### config.mk
export PLATFORM = sky130hd
export DESIGN_NAME = downscale_block_16
export DESIGN_NICKNAME = d
export VERILOG_FILES = /design/src/rtl/downscale_block_16_pkg.sv /design/src/rtl/downscale_block_16_max_tracker.sv /design/src/rtl/downscale_block_16.sv
export SDC_FILE = /design/constraint.sdc
export NUM_CORES = 1
export LEC_CHECK = 0
export ABC_CLOCK_PERIOD_IN_PS = 8780
export CAP_MARGIN = 30
export CORE_ASPECT_RATIO = 0.75
export CORE_MARGIN = 2
export CORE_UTILIZATION = 33
export CTS_CLUSTER_SIZE = 8
export DETAILED_ROUTE_END_ITERATION = 7
export SETUP_SLACK_MARGIN = 0.1
export SYNTH_ARGS = -nofsm -noshare
export SYNTH_HDL_FRONTEND = slang
export SYNTH_SLANG_ARGS = --single-unit
### constraint.sdc
create_clock -name clock_i -period 8.78 [get_ports clock_i]
set_clock_uncertainty 0.1 [all_clocks]
set_input_delay 1.317 -clock clock_i [delete_from_list [all_inputs] [get_ports clock_i]]
set_output_delay 1.317 -clock clock_i [all_outputs]
set_load 0.03 [all_outputs]
### src/rtl/downscale_block_16_pkg.sv
// downscale_block_16_pkg: shared widths, FSM states and saturation constant for the downscale stage
package downscale_block_16_pkg;
  localparam int DATA_SIZE = 16;
  localparam int COUNT_W = 8;
  localparam logic [DATA_SIZE-1:0] SAT_MIN = 16'h8000;
  typedef enum logic [1:0] {IDLE, LOAD, EMIT, DONE} state_t;
endpackage

### src/rtl/downscale_block_16_max_tracker.sv
// downscale_max_tracker_16: registered signed running maximum of the incoming vector
module downscale_max_tracker_16
  import downscale_block_16_pkg::*;
#(
  parameter int data_size = DATA_SIZE
) (
  input  logic                 clock_i,
  input  logic                 reset_n_i,
  input  logic                 init_i,
  input  logic                 update_i,
  input  logic                 clear_i,
  input  logic [data_size-1:0] sample_i,
  output logic [data_size-1:0] max_o
);
  logic [data_size-1:0] max_d, max_q;
  // clear wins, init loads the first sample, update keeps the larger signed value
  always_comb
    max_d = clear_i ? '0 :
            init_i ? sample_i :
            (update_i && $signed(sample_i) > $signed(max_q)) ? sample_i : max_q;
  // running maximum register
  always_ff @(posedge clock_i or negedge reset_n_i)
    if (!reset_n_i) max_q <= '0;
    else max_q <= max_d;
  assign max_o = max_q;
endmodule

### src/rtl/downscale_block_16.sv
// downscale_block_16: buffers one vector, tracks its max and streams x[k] - max with saturation
module downscale_block_16
  import downscale_block_16_pkg::*;
#(
  parameter int data_size = DATA_SIZE,
  parameter int DEPTH = 10
) (
  input  logic                 clock_i,
  input  logic                 reset_n_i,
  input  logic [data_size-1:0] downscale_data_i,
  input  logic                 downscale_data_valid_i,
  input  logic                 downscale_last_i,
  input  logic                 downscale_clear_i,
  output logic                 downscale_ready_o,
  output logic [data_size-1:0] downscale_data_o,
  output logic                 downscale_data_valid_o,
  output logic [COUNT_W-1:0]   downscale_number_of_data_o,
  output logic [data_size-1:0] downscale_max_o,
  output logic                 downscale_done_o
);
  localparam int IW = DEPTH > 1 ? $clog2(DEPTH) : 1;
  localparam logic [COUNT_W-1:0] depth_c = COUNT_W'(DEPTH);
  localparam logic [data_size-1:0] sat_min = {SAT_MIN[DATA_SIZE-1], {(data_size-1){1'b0}}};
  state_t state_q, state_d;
  logic [COUNT_W-1:0] count_q, count_d, idx_q, idx_d;
  logic [data_size-1:0] data_q, data_d;
  logic valid_q, valid_d, done_q, done_d;
  logic [data_size-1:0] buf_q [DEPTH];
  logic [data_size-1:0] buf_d [DEPTH];
  logic [data_size-1:0] max_w, cur;
  logic [data_size:0] diff;
  logic ready, accept, sat, init, update;
  assign ready  = (state_q == IDLE) || (state_q == LOAD);
  assign accept = downscale_data_valid_i && ready && !downscale_clear_i;
  assign cur    = buf_q[idx_q[IW-1:0]];
  assign diff   = {cur[data_size-1], cur} - {max_w[data_size-1], max_w};
  assign sat    = diff[data_size] & ~diff[data_size-1];
  downscale_max_tracker_16 #(.data_size(data_size)) u_max (
    .clock_i  (clock_i),
    .reset_n_i(reset_n_i),
    .init_i   (init),
    .update_i (update),
    .clear_i  (downscale_clear_i),
    .sample_i (downscale_data_i),
    .max_o    (max_w)
  );
  // next state: clear aborts anything, otherwise load, emit one element per cycle, then hold done
  always_comb begin
    state_d = state_q;
    count_d = count_q;
    idx_d   = idx_q;
    done_d  = done_q;
    valid_d = 1'b0;
    data_d  = '0;
    buf_d   = buf_q;
    init    = 1'b0;
    update  = 1'b0;
    if (downscale_clear_i) begin
      state_d = IDLE;
      count_d = '0;
      idx_d   = '0;
      done_d  = 1'b0;
    end else begin
      case (state_q)
        IDLE: if (accept) begin
          buf_d[0] = downscale_data_i;
          init     = 1'b1;
          count_d  = COUNT_W'(1);
          idx_d    = '0;
          state_d  = (downscale_last_i || DEPTH == 1) ? EMIT : LOAD;
        end
        LOAD: if (accept) begin
          buf_d[count_q[IW-1:0]] = downscale_data_i;
          update  = 1'b1;
          count_d = count_q + COUNT_W'(1);
          state_d = (downscale_last_i || count_d == depth_c) ? EMIT : LOAD;
        end
        EMIT: begin
          valid_d = 1'b1;
          data_d  = sat ? sat_min : diff[data_size-1:0];
          idx_d   = idx_q + COUNT_W'(1);
          state_d = (idx_q == count_q - COUNT_W'(1)) ? DONE : EMIT;
        end
        default: done_d = 1'b1;
      endcase
    end
  end
  // control and output registers
  always_ff @(posedge clock_i or negedge reset_n_i)
    if (!reset_n_i) begin
      state_q <= IDLE;
      count_q <= '0;
      idx_q   <= '0;
      valid_q <= 1'b0;
      data_q  <= '0;
      done_q  <= 1'b0;
    end else begin
      state_q <= state_d;
      count_q <= count_d;
      idx_q   <= idx_d;
      valid_q <= valid_d;
      data_q  <= data_d;
      done_q  <= done_d;
    end
  // sample buffer, contents irrelevant after reset
  always_ff @(posedge clock_i)
    buf_q <= buf_d;
  assign downscale_ready_o          = ready;
  assign downscale_data_o           = data_q;
  assign downscale_data_valid_o     = valid_q;
  assign downscale_number_of_data_o = count_q;
  assign downscale_max_o            = max_w;
  assign downscale_done_o           = done_q;
endmodule
==> metrics.md, run 1 <==
| Metric | Value |
|---|---|
| Outcome | `complete, no violations` |
| Syn Nets | `785` |
| Diodes inserted | `0` |
| Worst reg-to-reg path cell count | `13` |
| Clk root buf | `clkbuf_16` |
| Worst hold-check path type | `reg2reg` |
| Fill cell count | `2778` |
| Final Hold Violating Endpoints | `0` |
| Cell accounting for the most synthesized area | `edfxtp_1` |
| Synth Flop Type | `edfxtp_1` |
| Largest net degree at the start of global routing | `53` |
| Die W | `205 µm` |
| Setup crit end kind | `flop` |
| RSZ-0062 raised after global routing | `false` |
| Lkg Pwr | `0.00419 µW` |
| Post-synthesis sequential area ratio | `60.8%` |
| Reg2reg setup slack | `3.63 ns` |
| Ys async rst share | `24.5%` |
| Inserted Clock Buffers | `30` |
| Post-layout min period | `5.15 ns` |
| Detailed Routing Iterations Pass 1 | `5` |
| WS Path Type | `reg2reg` |
| NumNets Final | `862` |
| Placed Cells incl. Taps | `1162` |
| Final setup fails | `0` |
| Layout Cells excl Fill | `1215` |
| Starting density of the core | `33.4%` |
| DR vias | `6258` |
| Hold Crit Depth | `2` |
| Area Growth Syn to Fin | `19.5%` |
| Relative slew slack | `35.2%` |
| Cell Area, Synth | `10000 µm²` |
| CTS tree | `yes` |
| Post-CTS Setup Bufs | `0` |
| Required time of the critical path | `9.05 ns` |
| Period utilisation layout | `58.7%` |
| Combinational Power Share | `22.4%` |
| CP arrival | `5.42 ns` |
| Sw frac | `28.9%` |
| # IOs | `64` |
| Worst hold slack | `0.396 ns` |
| Initial antenna violation count | `0` |
| Via-per-instance ratio | `5.15` |
| # resized after CTS | `0` |
| Syn_area_per_cell | `14.0 µm²` |
| Fmax | `0.194 GHz` |
| CTS Buffer Depth | `3` |
| Post-DRT Antenna Nets | `0` |
| VDD IR-drop max | `0.139 mV` |
| Clock network power share | `36.8%` |
| YS warnings | `0` |
| Fin. max-slew vios | `0` |
| Clock Latency Late Sink | `0.55 ns` |
| Sink Count | `212` |
| GRT Total Usage | `15.1%` |
| Leading cell types by total area after synthesis | `edfxtp_1 48%, dfrtp_1 13%, mux4_2 7.2%, ha_1 5.5%, o21ai_0 2.2%` |
| # DRC | `0` |
| Cts-stage hold buffer count | `0` |
| Share of power burned in registers | `40.8%` |
| Max FO, Critical Path | `35` |
| GP Congestion | `0.797` |
| Internal power | `2010 µW` |
| Die Height | `155 µm` |
| Total power | `2830 µW` |
| Area of the multi-input gates | `3640 µm²` |
| Worst-Margin Slew | `0.972 ns` |
| Core box area | `30100 µm²` |
| H-tree Lvls | `1` |
| Unique cell type count in the Yosys netlist | `68` |
| Number of global-route vias before repair | `6082` |
| Drt total wl | `23.5 mm` |
| DP HPWL | `16.1 mm` |
| Total grt overflow | `0` |
| DR WL/cell | `19.3 µm` |
| Layout cells sized above 1 | `14.7%` |
| Max-Cap Viols | `0` |
| Worst-path clk slew | `0.05 ns` |
| Yosys reg bits | `212` |
| Die area | `31900 µm²` |
| Pwr/cell area | `236 nW/µm²` |
| Post-synth EDFFs | `160` |
| Share of the synthesized area in the top cell type | `47.8%` |
| Startpoint types | `flop` |
| First-pass GRT wire length | `37.1 mm` |
| Port Buffers | `63` |
| Initial drt markers | `544` |
| P_sw | `817 µW` |
| Num rows | `55` |
| FF+latch area | `6110 µm²` |
| TNS Setup | `0 ns` |
| Post-Syn Instances | `719` |
cells in the final DEF (no fill, tap or decap), drive strengths merged, types with 6 or more instances in the layout:
| cell | Yosys | routed |
|---|---|---|
| a21oi | 23 | 23 |
| a22o | 17 | 17 |
| a22oi | 16 | 16 |
| a31oi | 8 | 8 |
| and2 | 21 | 21 |
| and3 | 6 | 6 |
| buf | 8 | 17 |
| clkbuf | 25 | 50 |
| clkdlybuf4s50 | 0 | 62 |
| dfrtp | 52 | 52 |
| edfxtp | 160 | 160 |
| ha | 44 | 44 |
| inv | 32 | 32 |
| mux2 | 16 | 16 |
| mux4 | 32 | 32 |
| nand2 | 47 | 47 |
| nand2b | 7 | 7 |
| nand3 | 17 | 17 |
| nand4 | 7 | 7 |
| nor2 | 34 | 34 |
| nor3 | 22 | 22 |
| o21ai | 45 | 45 |
| xnor2 | 16 | 16 |
| xor2 | 7 | 7 |
cell usage after synthesis, types with 16 or more instances:
| cell type | count |
|---|---|
| o21ai_0 | 45 |
| xnor2_1 | 16 |
| and2_1 | 21 |
| a22oi_1 | 16 |
| mux2_2 | 16 |
| dfrtp_1 | 52 |
| a21oi_1 | 21 |
| ha_1 | 44 |
| nand2_1 | 47 |
| edfxtp_1 | 160 |
| nand3_1 | 16 |
| nor2_1 | 33 |
| mux4_2 | 32 |
| inv_1 | 32 |
| clkbuf_1 | 23 |
| a22o_1 | 17 |
layout make-up:
cell class / instances / area share [%]
Inverter: 33 / 1.03
Timing Repair Buffer: 79 / 6.41
Clock inverter: 2 / 0.292
Multi-Input combinational cell: 440 / 30.3
Sequential cell: 212 / 50.9
Clock buffer: 50 / 6.88
Tap cell: 399 / 4.16
layer usage:
| metal | track usage [%] | vias up | part of all wire [%] |
|---|---|---|---|
| met1 | 25.0 | 3146 | 53 |
| li1 | - | 2887 | - |
| met2 | 20.7 | 191 | 40 |
| met5 | 0 | - | 0 |
| met4 | 2.77 | 0 | 1.5 |
| met3 | 2.03 | 34 | 5.3 |
flip-flops by register name, summed over array words and instances, names as in the netlist:
register,count
buf_q,160
downscale_data_o,16
u_max.max_o,16
downscale_number_of_data_o,8
idx_q,8
state_q,2
downscale_data_valid_o,1
downscale_done_o,1
critical path: stages, from the launching register on:
cell and delay, ns:
dfrtp_2 0.76, buf_4 0.60, mux4_2 0.58, a2bb2oi_1 0.26, ha_1 0.22, inv_1 0.05, fa_1 0.43, nand3_4 0.09
a21oi_2 0.07, o31ai_2 0.40, o221ai_2 0.21, or4b_4 0.53, mux2i_4 0.50, nor4_1 0.15
worst paths after layout:
check | start | endpoint
setup reg to reg | idx_q[0] | downscale_data_o[5]
hold reg to reg | downscale_done_o | downscale_done_o
min in group asynchronous | reset_n_i | downscale_number_of_data_o[5]
setup / recovery | idx_q[0] | downscale_data_o[5]
max in group asynchronous | reset_n_i | idx_q[0]
hold / removal | downscale_done_o | downscale_done_o
power by group through the flow:
stage | Combinational, µW | Clock (µW) | Sequential, µW
3_5_place_dp | 629 | 0 | 1170
3_3_place_gp | 624 | 0 | 1170
5_1_grt | 695 | 1110 | 1160
2_1_floorplan | 413 | 0 | 1200
6_report | 632 | 1040 | 1150
4_1_cts | 633 | 1060 | 1150
through the flow:
step	setup WS, ns	cell area [µm²]	util, %
floorplan	4.55	10000	-
global placement	3.70	11100	36.9
detailed placement	3.59	11100	37.0
CTS	3.56	12000	39.8
global route	3.28	12000	39.9
finish	3.63	12000	39.9
cell families (layout without fill, tap and decap cells):
kind of cell,count (synthesis),in the layout,synth area share [%]
DFF,212,212,60.8
and+or+nand+nor,179,179,9.40
AOI/OAI and AO/OA,143,143,9.81
buffers and inverters,67,164,3.03
muxes,50,50,9.29
adders and majority gates,45,45,5.68
xor gates and xnor gates,23,23,2.01
Note: power is estimated with default switching activity, not from simulation.
==> inputs of run 2 (changes only) <==
--- a/config.mk
+++ b/config.mk
@@ -5,7 +5,7 @@
 export SDC_FILE = /design/constraint.sdc
 export NUM_CORES = 1
 export LEC_CHECK = 0
-export ABC_CLOCK_PERIOD_IN_PS = 8780
+export ABC_CLOCK_PERIOD_IN_PS = 5200
 export CAP_MARGIN = 30
 export CORE_ASPECT_RATIO = 0.75
 export CORE_MARGIN = 2
==> constraint.sdc (replaced) <==
create_clock -name clock_i -period 5.2 [get_ports clock_i]
set_clock_uncertainty 0.1 [all_clocks]
set_input_delay 0.78 -clock clock_i [delete_from_list [all_inputs] [get_ports clock_i]]
set_output_delay 0.78 -clock clock_i [all_outputs]
set_load 0.03 [all_outputs]
==> metrics.md, run 2 (synthesis gave the netlist of run 1 again) <==
| Metric | Value |
|---|---|
| First-pass GRT wire length | `38.3 mm (+3.4%)` |
| Post-DRT Antenna Nets | `0 (unchanged)` |
| Critical R2R Capture | `downscale_data_o[6]` |
| Area Growth Syn to Fin | `21.8%` |
| Die area | `31900 µm² (unchanged)` |
| P_sw | `1410 µW (+73%)` |
| Lkg Pwr | `0.00431 µW (+2.7%)` |
| CTS Buffer Depth | `3 (unchanged)` |
| TNS Setup | `0 ns (unchanged)` |
| Dpl cell area | `11300 µm² (+2.1%)` |
| VDD IR-drop max | `0.235 mV (+69%)` |
| Most common cell after layout, fill and taps aside | `edfxtp_1` |
| CP arrival | `4.76 ns (-0.66 ns)` |
| Reg2Reg Launch Point | `idx_q[0]` |
| Drt total wl | `25.1 mm (+7.0%)` |
| Clock Latency Late Sink | `0.56 ns (about the same)` |
| Clock network power share | `37.1% (+0.3 points)` |
| Total grt overflow | `0 (unchanged)` |
| Sink Count | `212 (unchanged)` |
| # IOs | `64 (unchanged)` |
| Num rows | `55 (unchanged)` |
| Post-layout min period | `4.49 ns (-0.659 ns)` |
| DR WL/cell | `20.4 µm (+5.3%)` |
| Period utilisation layout | `86.4% (+28 points)` |
| Initial antenna violation count | `0 (unchanged)` |
| Worst-path clk slew | `0.05 ns (about the same)` |
| Most frequent cells in the layout | `160 x edfxtp_1, 62 x clkdlybuf4s50_1, 51 x dfrtp_1` |
| Die Height | `155 µm (unchanged)` |
| Layout cells sized above 1 | `16.3% (+1.6 points)` |
| Number of global-route vias before repair | `6111 (+0.48%)` |
| Largest net degree at the start of global routing | `53 (unchanged)` |
| Relative slew slack | `41.8% (+6.6 points)` |
| Cts-stage hold buffer count | `0 (unchanged)` |
| WS Path Type | `reg2reg` |
| Initial drt markers | `614 (+13%)` |
| Required time of the critical path | `5.47 ns (-3.58 ns)` |
| Inserted Clock Buffers | `30 (unchanged)` |
| DR vias | `6346 (+1.4%)` |
| Via-per-instance ratio | `5.14 (-0.16%)` |
| Startpoint types | `flop` |
| Worst hold-check path type | `in2async` |
| Design area | `12200 µm² (+2.0%)` |
| NumNets Final | `878 (+1.9%)` |
| Reg2reg setup slack | `0.71 ns (-2.92 ns)` |
| # resized after CTS | `0 (unchanged)` |
| Share of power burned in registers | `40.3% (-0.5 points)` |
| Final setup fails | `0 (unchanged)` |
| CTS tree | `yes` |
| Worst hold slack | `0.272 ns (-0.124 ns)` |
| Port Buffers | `63 (unchanged)` |
| Core box area | `30100 µm² (unchanged)` |
| Max reg flops | `160 (unchanged)` |
| Combinational Power Share | `22.6% (+0.2 points)` |
| DP HPWL | `17.0 mm (+5.6%)` |
| # DRC | `0 (unchanged)` |
| Top reg by flops | `buf_q` |
| Post-CTS Setup Bufs | `0 (unchanged)` |
| Worst reg-to-reg path cell count | `14 (+1)` |
| Outcome | `complete, no violations` |
| Starting density of the core | `33.4% (unchanged)` |
| Sw frac | `29.3% (+0.42 points)` |
| Fill cell count | `2774 (-0.14%)` |
| GRT Total Usage | `15.9% (+0.81 points)` |
| H-tree Lvls | `1 (unchanged)` |
| Die W | `205 µm (unchanged)` |
| Setup crit end kind | `flop` |
| Max FO, Critical Path | `42 (+20%)` |
| Clk root buf | `clkbuf_16` |
| Detailed Routing Iterations Pass 1 | `4 (-1)` |
| Pwr/cell area | `394 nW/µm² (+67%)` |
| RSZ-0062 raised after global routing | `false` |
| GP Congestion | `0.837 (+5.1%)` |
| Fin. max-slew vios | `0 (unchanged)` |
| Fmax | `0.223 GHz (+15%)` |
| Max-Cap Viols | `0 (unchanged)` |
| Internal power | `3410 µW (+69%)` |
| Final Hold Violating Endpoints | `0 (unchanged)` |
| Worst-Margin Slew | `0.871 ns (-0.101 ns)` |
==> run 2: power by group through the flow <==
stage / logic (µW) / clock network, µW / registers, µW
global placement: 1070 / 0 / 1970
finish: 1090 / 1790 / 1940
CTS: 1090 / 1820 / 1940
detailed placement: 1090 / 0 / 1970
floorplan: 698 / 0 / 2020
global route: 1200 / 1890 / 1950
==> run 2: worst max path at each step <==
stage / from / endpoint / cells past startpoint
6_report: idx_q[0] / downscale_data_o[6] / 14
5_1_grt: idx_q[1] / downscale_data_o[4] / 12
4_1_cts: idx_q[1] / downscale_data_o[6] / 12
3_5_place_dp: idx_q[1] / downscale_data_o[6] / 12
3_3_place_gp: idx_q[1] / downscale_data_o[5] / 12
2_1_floorplan: idx_q[0] / downscale_data_o[10] / 15
==> run 2: layout make-up <==
cell class              instances  area, µm²  area share [%]
diodes                          1       2.50          0.0204
clock buffers                  52        833            6.81
clock inverters                 2       35.0           0.286
inverters                      33        124            1.01
multi-input cells             440       3640            29.7
flip-flops and latches        212       6110            49.9
well taps                     399        499            4.08
repair buffers                 95        996            8.14
==> run 2: metrics by stage <==
stage                     std cells  total power [µW]  setup slack, ns  util [%]
after CTS                      1232              4850            0.682      40.6
after global placement         1173              3050            0.805      37.3
final                          1234              4820            0.707      40.7
after floorplan                 719              2720            0.968         -
after detailed placement       1178              3060            0.706      37.7
after global routing           1233              5040            0.404      40.7
==> run 2: worst max-delay path, stage by stage, from the launching register on <==
cell       delay [ns]
dfrtp_2          0.46
buf_12           0.32
mux2_2           0.38
a22oi_1          0.19
a2bb2oi_1        0.20
ha_1             0.19
inv_1            0.06
fa_1             0.44
nand3_4          0.10
a21oi_2          0.07
o31ai_2          0.41
o221ai_2         0.20
or4b_4           0.52
mux2i_4          0.49
nor3_1           0.14
==> run 2: layer usage <==
layer	wire (µm)	part of all wire (%)	up-vias	global-route usage, %
li1	-	-	2939	-
met1	12700	51	3157	25.9
met2	10200	41	214	22.0
met3	1730	6.9	36	2.62
met4	415	1.7	0	2.91
met5	0	0	-	0
==> inputs of run 3 (changes only) <==
--- a/config.mk
+++ b/config.mk
@@ -5,7 +5,7 @@
 export SDC_FILE = /design/constraint.sdc
 export NUM_CORES = 1
 export LEC_CHECK = 0
-export ABC_CLOCK_PERIOD_IN_PS = 5200
+export ABC_CLOCK_PERIOD_IN_PS = 4300
 export CAP_MARGIN = 30
 export CORE_ASPECT_RATIO = 0.75
 export CORE_MARGIN = 2
==> constraint.sdc (replaced) <==
create_clock -name clock_i -period 4.3 [get_ports clock_i]
set_clock_uncertainty 0.1 [all_clocks]
set_input_delay 0.645 -clock clock_i [delete_from_list [all_inputs] [get_ports clock_i]]
set_output_delay 0.645 -clock clock_i [all_outputs]
set_load 0.03 [all_outputs]
==> metrics.md, run 3 (synthesis gave the netlist of run 1 again) <==
| Metric | Value |
|---|---|
| # DRC | `0 (unchanged)` |
| Startpoint types | `flop` |
| Die Height | `155 µm (unchanged)` |
| NumNets Final | `898 (+2.3%)` |
| Outcome | `complete, no violations` |
| Pwr/cell area | `476 nW/µm² (+21%)` |
| Routing usage on met2 | `23.5% (+1.5 points)` |
| Grt met3 use | `3.69% (+1.1 points)` |
| CTS tree | `yes` |
| Area Growth Syn to Fin | `22.7%` |
| Initial antenna violation count | `0 (unchanged)` |
| Port Buffers | `63 (unchanged)` |
| Crit-path cells | `buf_12, buf_4, mux4_2, nand2_1, o21ai_0, ha_1, a21o_1, a31o_1, o31ai_4, o221ai_2, or4b_4, mux2i_4, buf_6, nor3_1` |
| Num rows | `55 (unchanged)` |
| Period utilisation layout | `93.1% (+6.7 points)` |
| Slowest-stage cell, CP | `mux4_2` |
| Via-per-instance ratio | `5.19 (+0.82%)` |
| Placed Cells incl. Taps | `1195 (+1.4%)` |
| Die area | `31900 µm² (unchanged)` |
| Worst path max stage delay | `0.53 ns (about the same)` |
| Largest net degree at the start of global routing | `32 (-40%)` |
| Worst hold-check path type | `reg2reg` |
| Layout Cells excl Fill | `1254 (+1.6%)` |
| CTS Buffer Depth | `3 (unchanged)` |
| Core box area | `30100 µm² (unchanged)` |
| Hold Crit Depth | `2` |
| Worst-path clk slew | `0.05 ns (about the same)` |
| Final setup fails | `0 (unchanged)` |
| Die W | `205 µm (unchanged)` |
| Top reg by flops | `buf_q` |
| M1 GR Usage | `24.4% (-1.5 points)` |
| GRT Total Usage | `16.1% (+0.18 points)` |
| Starting density of the core | `33.4% (unchanged)` |
| Setup crit end kind | `flop` |
| First-pass GRT wire length | `38.6 mm (+0.79%)` |
| Reg2reg setup slack | `0.30 ns (-0.41 ns)` |
| H-tree Lvls | `1 (unchanged)` |
| Core Util, Final | `41.0% (+0.29 points)` |
| Fin. max-slew vios | `0 (unchanged)` |
| Max FO, Critical Path | `15 (-64%)` |
| Clock Latency Late Sink | `0.56 ns (about the same)` |
| Max reg flops | `160 (unchanged)` |
| RSZ-0062 raised after global routing | `false` |
| Detailed Routing Iterations Pass 1 | `5 (+1)` |
| VDD IR-drop max | `0.298 mV (+27%)` |
| Required time of the critical path | `4.62 ns (-0.85 ns)` |
| TNS Setup | `0 ns (unchanged)` |
| CP arrival | `4.32 ns (-0.44 ns)` |
| WS Path Type | `reg2reg` |
| Total power | `5860 µW (+22%)` |
| GR peak layer | `met1` |
| Post-layout min period | `4.00 ns (-0.491 ns)` |
| Relative slew slack | `55.2% (+13 points)` |
| Worst hold slack | `0.389 ns (+0.117 ns)` |
| Sink Count | `212 (unchanged)` |
| Total grt overflow | `0 (unchanged)` |
| Drt total wl | `25.6 mm (+1.9%)` |
| Worst reg-to-reg path cell count | `14 (unchanged)` |
| # IOs | `64 (unchanged)` |
| Worst-Margin Slew | `0.665 ns (-0.206 ns)` |
| Post-DRT Antenna Nets | `0 (unchanged)` |
| DR WL/cell | `20.4 µm (+0.29%)` |
| Clk root buf | `clkbuf_16` |
| Final Hold Violating Endpoints | `0 (unchanged)` |
| DP HPWL | `17.0 mm (+0.23%)` |
| Initial drt markers | `586 (-4.6%)` |
| Most common cell after layout, fill and taps aside | `edfxtp_1` |
| Layout cells sized above 1 | `18.2% (+1.9 points)` |
| Fmax | `0.250 GHz (+12%)` |
| DR vias | `6502 (+2.5%)` |
| Diodes inserted | `0 (-1)` |
| GP Congestion | `0.810 (-3.3%)` |
| Max-Cap Viols | `0 (unchanged)` |
| Number of global-route vias before repair | `6391 (+4.6%)` |
| Most frequent cells in the layout | `160 x edfxtp_1, 62 x clkdlybuf4s50_1, 51 x dfrtp_1` |
| Inserted Clock Buffers | `30 (unchanged)` |
| Lkg Pwr | `0.00438 µW (+1.8%)` |
## run 3: cell count changes in the layout (fill, tap and decap cells not counted), sizes merged
| cell | change |
|---|---|
| dlygate4sd3 | +1 |
| clkinv | -1 |
| clkbuf | +2 |
| buf | +19 |
| diode | -1 |
## run 3: per-stage QoR
step / cell area, µm² / setup WS, ns
CTS: 12300 / 0.127
global placement: 11400 / 0.191
floorplan: 10000 / 0.138
detailed placement: 11400 / 0.140
finish: 12300 / 0.299
global route: 12300 / 0.116
## run 3: power by group
group / internal, µW / switching [µW]
Sequential: 2290 / 55.2
Clock: 1300 / 856
Combinational: 564 / 792
Total: 4160 / 1700
## run 3: worst paths after layout
path                                   from                             to
hold reg to reg            downscale_done_o               downscale_done_o
hold / removal             downscale_done_o               downscale_done_o
setup reg to reg                   idx_q[0]            downscale_data_o[4]
min in group asynchronous         reset_n_i  downscale_number_of_data_o[3]
max in group asynchronous         reset_n_i           downscale_data_o[12]
setup / recovery                   idx_q[0]            downscale_data_o[4]
## run 3: timing repair
| item | in CTS | in global routing |
|---|---|---|
| hold buffers | 1 | 0 |
| endpoints found under the setup margin | 0 | 16 |
| buffers inserted | 0 | 2 |
| hold endpoints to repair | 5 | 0 |
| gates resized for setup | 0 | 5 |
## run 3: critical path: cells and delay by family (launching register included)
family,cells,cell delay [ns]
simple gates,3,0.71
buf+inv,3,0.60
fa+ha+maj,1,0.40
compound gates,5,0.93
mux,2,0.69
flops,1,0.42
## run 3: per-layer routing
metal  routed length [µm]  share of wire, %
met2                10900                43
met3                 1800               7.0
met1                12500                49
met5                    0                 0
met4                  352               1.4
## run 3: final cells by class
type                    count  area [µm²]
repair buffers            115        1060
fillers                  2774       17700
multi-input cells         440        3660
flip-flops and latches    212        6110
inverters                  33         124
clock inverters             1        30.0
well taps                 399         499
clock buffers              54         841
